--- config.mk ---
export PLATFORM = sky130hd
export DESIGN_NAME = line_drawer
export DESIGN_NICKNAME = d
export VERILOG_FILES = /design/src/rtl/line_drawer_pkg.sv /design/src/rtl/line_drawer.sv
export SDC_FILE = /design/constraint.sdc
export NUM_CORES = 1
export LEC_CHECK = 0
export ABC_CLOCK_PERIOD_IN_PS = 6300
export CAP_MARGIN = 20
export CELL_PAD_IN_SITES_DETAIL_PLACEMENT = 0
export CELL_PAD_IN_SITES_GLOBAL_PLACEMENT = 1
export CORE_ASPECT_RATIO = 1.1
export CORE_MARGIN = 2
export CORE_UTILIZATION = 50
export DETAILED_ROUTE_END_ITERATION = 16
export PLACE_DENSITY_LB_ADDON = 0.15
export SYNTH_ARGS = -nofsm -noshare
export SYNTH_HDL_FRONTEND = slang
export SYNTH_SLANG_ARGS = --single-unit
export TNS_END_PERCENT = 100
--- constraint.sdc ---
create_clock -name clk -period 6.3 [get_ports clk]
set_input_delay 0.63 -clock clk [delete_from_list [all_inputs] [get_ports clk]]
set_output_delay 0.63 -clock clk [all_outputs]
set_load 0.005 [all_outputs]
--- src/rtl/line_drawer_pkg.sv ---
// Shared types and sizing helpers for the Bresenham line drawer.
package line_drawer_pkg;

  typedef enum logic [1:0] {
    IDLE  = 2'd0,
    SETUP = 2'd1,
    DRAW  = 2'd2
  } state_t;

  // One bit for the sign and one of headroom so that 2*err never wraps.
  function automatic int err_width(input int x_w, input int y_w);
    return ((x_w > y_w) ? x_w : y_w) + 2;
  endfunction

endpackage

--- src/rtl/line_drawer.sv ---
// Bresenham line drawer streaming one pixel per cycle to a framebuffer.
// Optional clipping of off-screen points is enabled by LINE_DRAWER_CLIP_EN.
module line_drawer
  import line_drawer_pkg::*;
#(
  parameter int HOR_ACTIVE_PIXELS = 640,
  parameter int VER_ACTIVE_PIXELS = 480,
  localparam int X_WIDTH = $clog2(HOR_ACTIVE_PIXELS),
  localparam int Y_WIDTH = $clog2(VER_ACTIVE_PIXELS)
) (
  input  logic               clk,
  input  logic               rst,
  input  logic               start,
  output logic               ready,
  input  logic [X_WIDTH-1:0] x1,
  input  logic [Y_WIDTH-1:0] y1,
  input  logic [X_WIDTH-1:0] x2,
  input  logic [Y_WIDTH-1:0] y2,
  output logic [X_WIDTH-1:0] pixel_x,
  output logic [Y_WIDTH-1:0] pixel_y,
  output logic               pixel_valid,
  input  logic               pixel_ready
);

  localparam int EW = err_width(X_WIDTH, Y_WIDTH);

  state_t state, state_next;

  logic [X_WIDTH-1:0] x_beg, x_end, cur_x, cur_x_next, dx_abs;
  logic [Y_WIDTH-1:0] y_beg, y_end, cur_y, cur_y_next, dy_abs;
  logic signed [EW-1:0] dx, dy, err, err_next, dx_add, dy_add;
  logic signed [EW:0]   e2;
  logic sx_neg, sy_neg;
  logic step_x, step_y, at_end, clip, advance;

  always_comb begin
    dx_abs = (x_beg < x_end) ? (x_end - x_beg) : (x_beg - x_end);
    dy_abs = (y_beg < y_end) ? (y_end - y_beg) : (y_beg - y_end);
  end

`ifdef LINE_DRAWER_CLIP_EN
  localparam logic [X_WIDTH:0] HOR_LIM = (X_WIDTH + 1)'(HOR_ACTIVE_PIXELS);
  localparam logic [Y_WIDTH:0] VER_LIM = (Y_WIDTH + 1)'(VER_ACTIVE_PIXELS);
  assign clip = ({1'b0, cur_x} >= HOR_LIM) || ({1'b0, cur_y} >= VER_LIM);
`else
  assign clip = 1'b0;
`endif

  always_comb begin
    e2       = {err, 1'b0};
    step_x   = e2 >= (EW + 1)'(dy);
    step_y   = e2 <= (EW + 1)'(dx);
    dy_add   = step_x ? dy : '0;
    dx_add   = step_y ? dx : '0;
    err_next = err + dy_add + dx_add;
    cur_x_next = cur_x;
    if (step_x) cur_x_next = sx_neg ? cur_x - X_WIDTH'(1) : cur_x + X_WIDTH'(1);
    cur_y_next = cur_y;
    if (step_y) cur_y_next = sy_neg ? cur_y - Y_WIDTH'(1) : cur_y + Y_WIDTH'(1);
    at_end  = (cur_x == x_end) && (cur_y == y_end);
    // Clipped points retire on their own; visible ones wait for the framebuffer.
    advance = (state == DRAW) && (clip || pixel_ready);
  end

  always_comb begin
    state_next = state;
    case (state)
      IDLE:    if (start) state_next = SETUP;
      SETUP:   state_next = DRAW;
      DRAW:    if (advance && at_end) state_next = IDLE;
      default: state_next = IDLE;
    endcase
  end

  always_ff @(posedge clk or posedge rst) begin
    if (rst) state <= IDLE;
    else     state <= state_next;
  end

  always_ff @(posedge clk or posedge rst) begin
    if (rst) begin
      x_beg  <= '0;
      y_beg  <= '0;
      x_end  <= '0;
      y_end  <= '0;
      cur_x  <= '0;
      cur_y  <= '0;
      dx     <= '0;
      dy     <= '0;
      err    <= '0;
      sx_neg <= 1'b0;
      sy_neg <= 1'b0;
    end else begin
      case (state)
        IDLE: if (start) begin
          x_beg <= x1;
          y_beg <= y1;
          x_end <= x2;
          y_end <= y2;
        end
        SETUP: begin
          dx     <= $signed(EW'(dx_abs));
          dy     <= -$signed(EW'(dy_abs));
          err    <= $signed(EW'(dx_abs)) - $signed(EW'(dy_abs));
          sx_neg <= !(x_beg < x_end);
          sy_neg <= !(y_beg < y_end);
          cur_x  <= x_beg;
          cur_y  <= y_beg;
        end
        DRAW: if (advance && !at_end) begin
          err   <= err_next;
          cur_x <= cur_x_next;
          cur_y <= cur_y_next;
        end
        default: ;
      endcase
    end
  end

  assign ready       = (state == IDLE);
  assign pixel_valid = (state == DRAW) && !clip;
  assign pixel_x     = cur_x;
  assign pixel_y     = cur_y;

endmodule
==> summary.txt <==
Die
  – I/O pins: 63
  – Die Span Y: 138.4 um
  – Num rows: slightly below 50
  – Initial core utilization: between 50% and 60%
  – Die width: 126.2 um
  – Core ar.: 16250 sq um
  – Die ar.: approximately 17000 sq um

Logic synthesis
  – Avg Cell Area, Syn: 8.988 sq um
  – Top cell type by total area after synthesis: dfrtp_1
  – Share of the synthesized area in the top cell type: 28.94%
  – Ys async rst share: 100.0%
  – Flops & latches, synth: 95
  – Synth unique cells: 68
  – Post-synth EDFFs: 0
  – Synth top cells by count: inv_1, ha_1, dfrtp_1
  – Cell with the most instances after synthesis: inv_1
  – Leading post-synthesis cells by cell area: dfrtp_1, ha_1, mux2_2
  – Post-synth net total: 1071
  – Yosys warning total: 0
  – Top_reg_cell synth: dfrtp_1
  – Mapped Area: around 8000 sq um
  – Register area share after synthesis: 28.94%
  – Gate Count Post-Synth: 914

Critical path
  – R2r setup slk: 1740 ps
  – CP Capture Type: flip-flop
  – Critical Path Start Type: flip-flop
  – WS Path Type: reg2reg
  – Worst path required time: 6530 ps
  – Crit-path cells: ha_1, a21o_1, a211o_1, o221a_2, o31ai_1, a22oi_1, buf_4, and2_1, fa_1, ha_1, inv_1, fa_1, nor2b_1, o21ai_0, a21boi_0, o21ai_0, a21oi_1, a21o_1, a21oi_1, xnor2_1, o221ai_1
  – Worst Setup SP: err[5]
  – Crit-path slowest cell: fa_1
  – Worst R2R End: err[11]
  – Slowest cell delay on critical path: between 400 and 500 ps
  – Reg-to-reg critical path startpoint: err[5]
  – Crit Path Max Fanout: 13
  – Delay-heaviest family, CP: compound AO/OA/AOI/OAI gates
  – R2R depth: 21
  – CP bufs+invs: 2
  – CP Data Arrival Time: 4790 ps

STA
  – Least-Margin Pin Slew: roughly 800 ps
  – Rel. slew slack: 47.03%
  – Layout Skew: 11.53 ps
  – Tmin final: 4559 ps
  – Unrepaired setup endpoints after global routing: no
  – Final setup fails: 0
  – Setup TNS: 0 ps
  – Period utilization: between 70% and 80%
  – Slew Limit Fails: 0
  – Top achievable clock speed: around 220 MHz
  – Final Hold Vio Count: 0

Run status
  – Status: finished clean

Detailed routing
  – DR iter-0 viols: 279
  – Final ANT Viol Nets: 0
  – Routed vias/inst: 5.499
  – Drc violations: 0
  – Via count: 6467
  – Drt pass-1 iters: 4
  – Drt total wl: 19700 um
  – DR WL/cell: 16.75 um

CTS
  – Clock Pin Slew Worst Setup and Hold Paths: roughly 80 ps
  – CTS Root Cell: clkbuf_16
  – Worst-skew pair later-pin latency: 360 ps
  – CTS Buf Count: 9
  – H-tree levels: 3
  – Resize count post-CTS: 0
  – Bufs on Longest Clock Path: 2
  – CTS tree: built
  – CTS Hold Bufs: 0
  – Post-CTS setup buffers: 0
  – Sink Count: 95

Worst hold path
  – Hold path start: dy[9]
  – Min-Delay Endpoint: dy[9]
  – Hold depth: 2
  – Hold crit path type: reg2reg

Global routing
  – First-pass GRT wire length: 32050 um
  – Total GRT Usage: 22.98%
  – Grt ovf: 0
  – Initial antenna violation count: 0
  – Number of global-route vias before repair: roughly 6300
  – Largest net degree at the start of global routing: between 60 and 70

Place
  – I/O Buffers: 62
  – HPWL Detailed: roughly 16000 um
  – Routability cong.: 0.8573

Finish
  – Area Overhead vs Synth: 13.14%
  – Final Net Count: 1124
  – Layout cells sized above 1: 8.642%
  – Number of diodes: 0

Job
  – Max_cap viols: 0
[cell type report]
cell class | count | area [sq um]
flip-flops and latches | 95 | 2377
multi-input cells | 693 | 5334
inverters | 98 | 370.4
well taps | 204 | 255.2
fillers | 1505 | 6952
clock buffers | 9 | 225.2
repair buffers | 70 | 680.7
clock inverters | 7 | 52.55
[flip-flops by register name (all words and copies together) (netlist names)]
name,flops
dy,12
err,12
dx,10
pixel_x,10
x_beg,10
x_end,10
pixel_y,9
y_beg,9
y_end,9
state,2
sx_neg,1
sy_neg,1
[per-layer routing]
metal  part of all wire (%)  global-route usage (%)  vias up  wire, um
met5                      0                       0        -         0
met4                    1.3                   6.536        0       262
met3                    4.0                   2.283       16       797
met2                     48                   37.89      104      9382
met1                     47                   32.27     3086      9254
li1                       -                       -     3261         -
[worst max path at each step]
stage               to  cells after the start
2_1_floorplan  err[11]                     20
3_3_place_gp   err[11]                     21
3_5_place_dp   err[11]                     21
4_1_cts        err[11]                     21
5_1_grt        err[11]                     21
6_report       err[11]                     21
[metrics by stage]
stage	setup slack [ps]	std cells	hold slack [ps]	util, %	instance area, sq um
floorplan	2125	914	481.1	-	8215
CTS	1711	1176	548.1	57.21	9295
detailed placement	1715	1160	532.6	55.50	9017
finish	1741	1176	539.7	57.21	9295
global placement	1770	1160	523.7	55.50	9017
global route	1383	1176	584.6	57.21	9295
[worst reg2reg max path: stages, from the launching register on]
cell and delay [ps]:
dfrtp_1 440, ha_1 310, a21o_1 190, a211o_1 300, o221a_2 240, o31ai_1 60, a22oi_1 90, buf_4 200
and2_1 180, fa_1 480, ha_1 160, inv_1 50, fa_1 380, nor2b_1 140, o21ai_0 120, a21boi_0 230
o21ai_0 150, a21oi_1 230, a21o_1 150, a21oi_1 70, xnor2_1 150, o221ai_1 120
[logic make-up after synthesis]
logic type / Yosys count / share of synthesized area [%]
and+or+nand+nor: 225 / 13.84
buffers and inverters: 126 / 6.138
AOI/OAI and AO/OA: 231 / 17.35
DFF: 95 / 28.94
adders and majority gates: 115 / 19.16
xor gates and xnor gates: 65 / 7.021
muxes: 57 / 7.554
[cell usage in the layout (no fill, tap or decap), drive strengths merged, types with 16 or more instances in the layout]
cell type,netlist,final
xor2,16,16
ha,97,97
o21ai,58,58
mux2,40,40
mux2i,17,17
nand2,50,50
nor2b,19,19
nor3,18,18
xnor2,49,49
clkdlybuf4s50,0,62
and2,19,19
inv,98,101
dfrtp,95,95
nor2,68,68
a21oi,83,83
a21o,22,22
fa,18,18
Power is left out: the tool's default activity adds up to more than one toggle a clock period on the data nets, which glitch-free logic cannot reach.
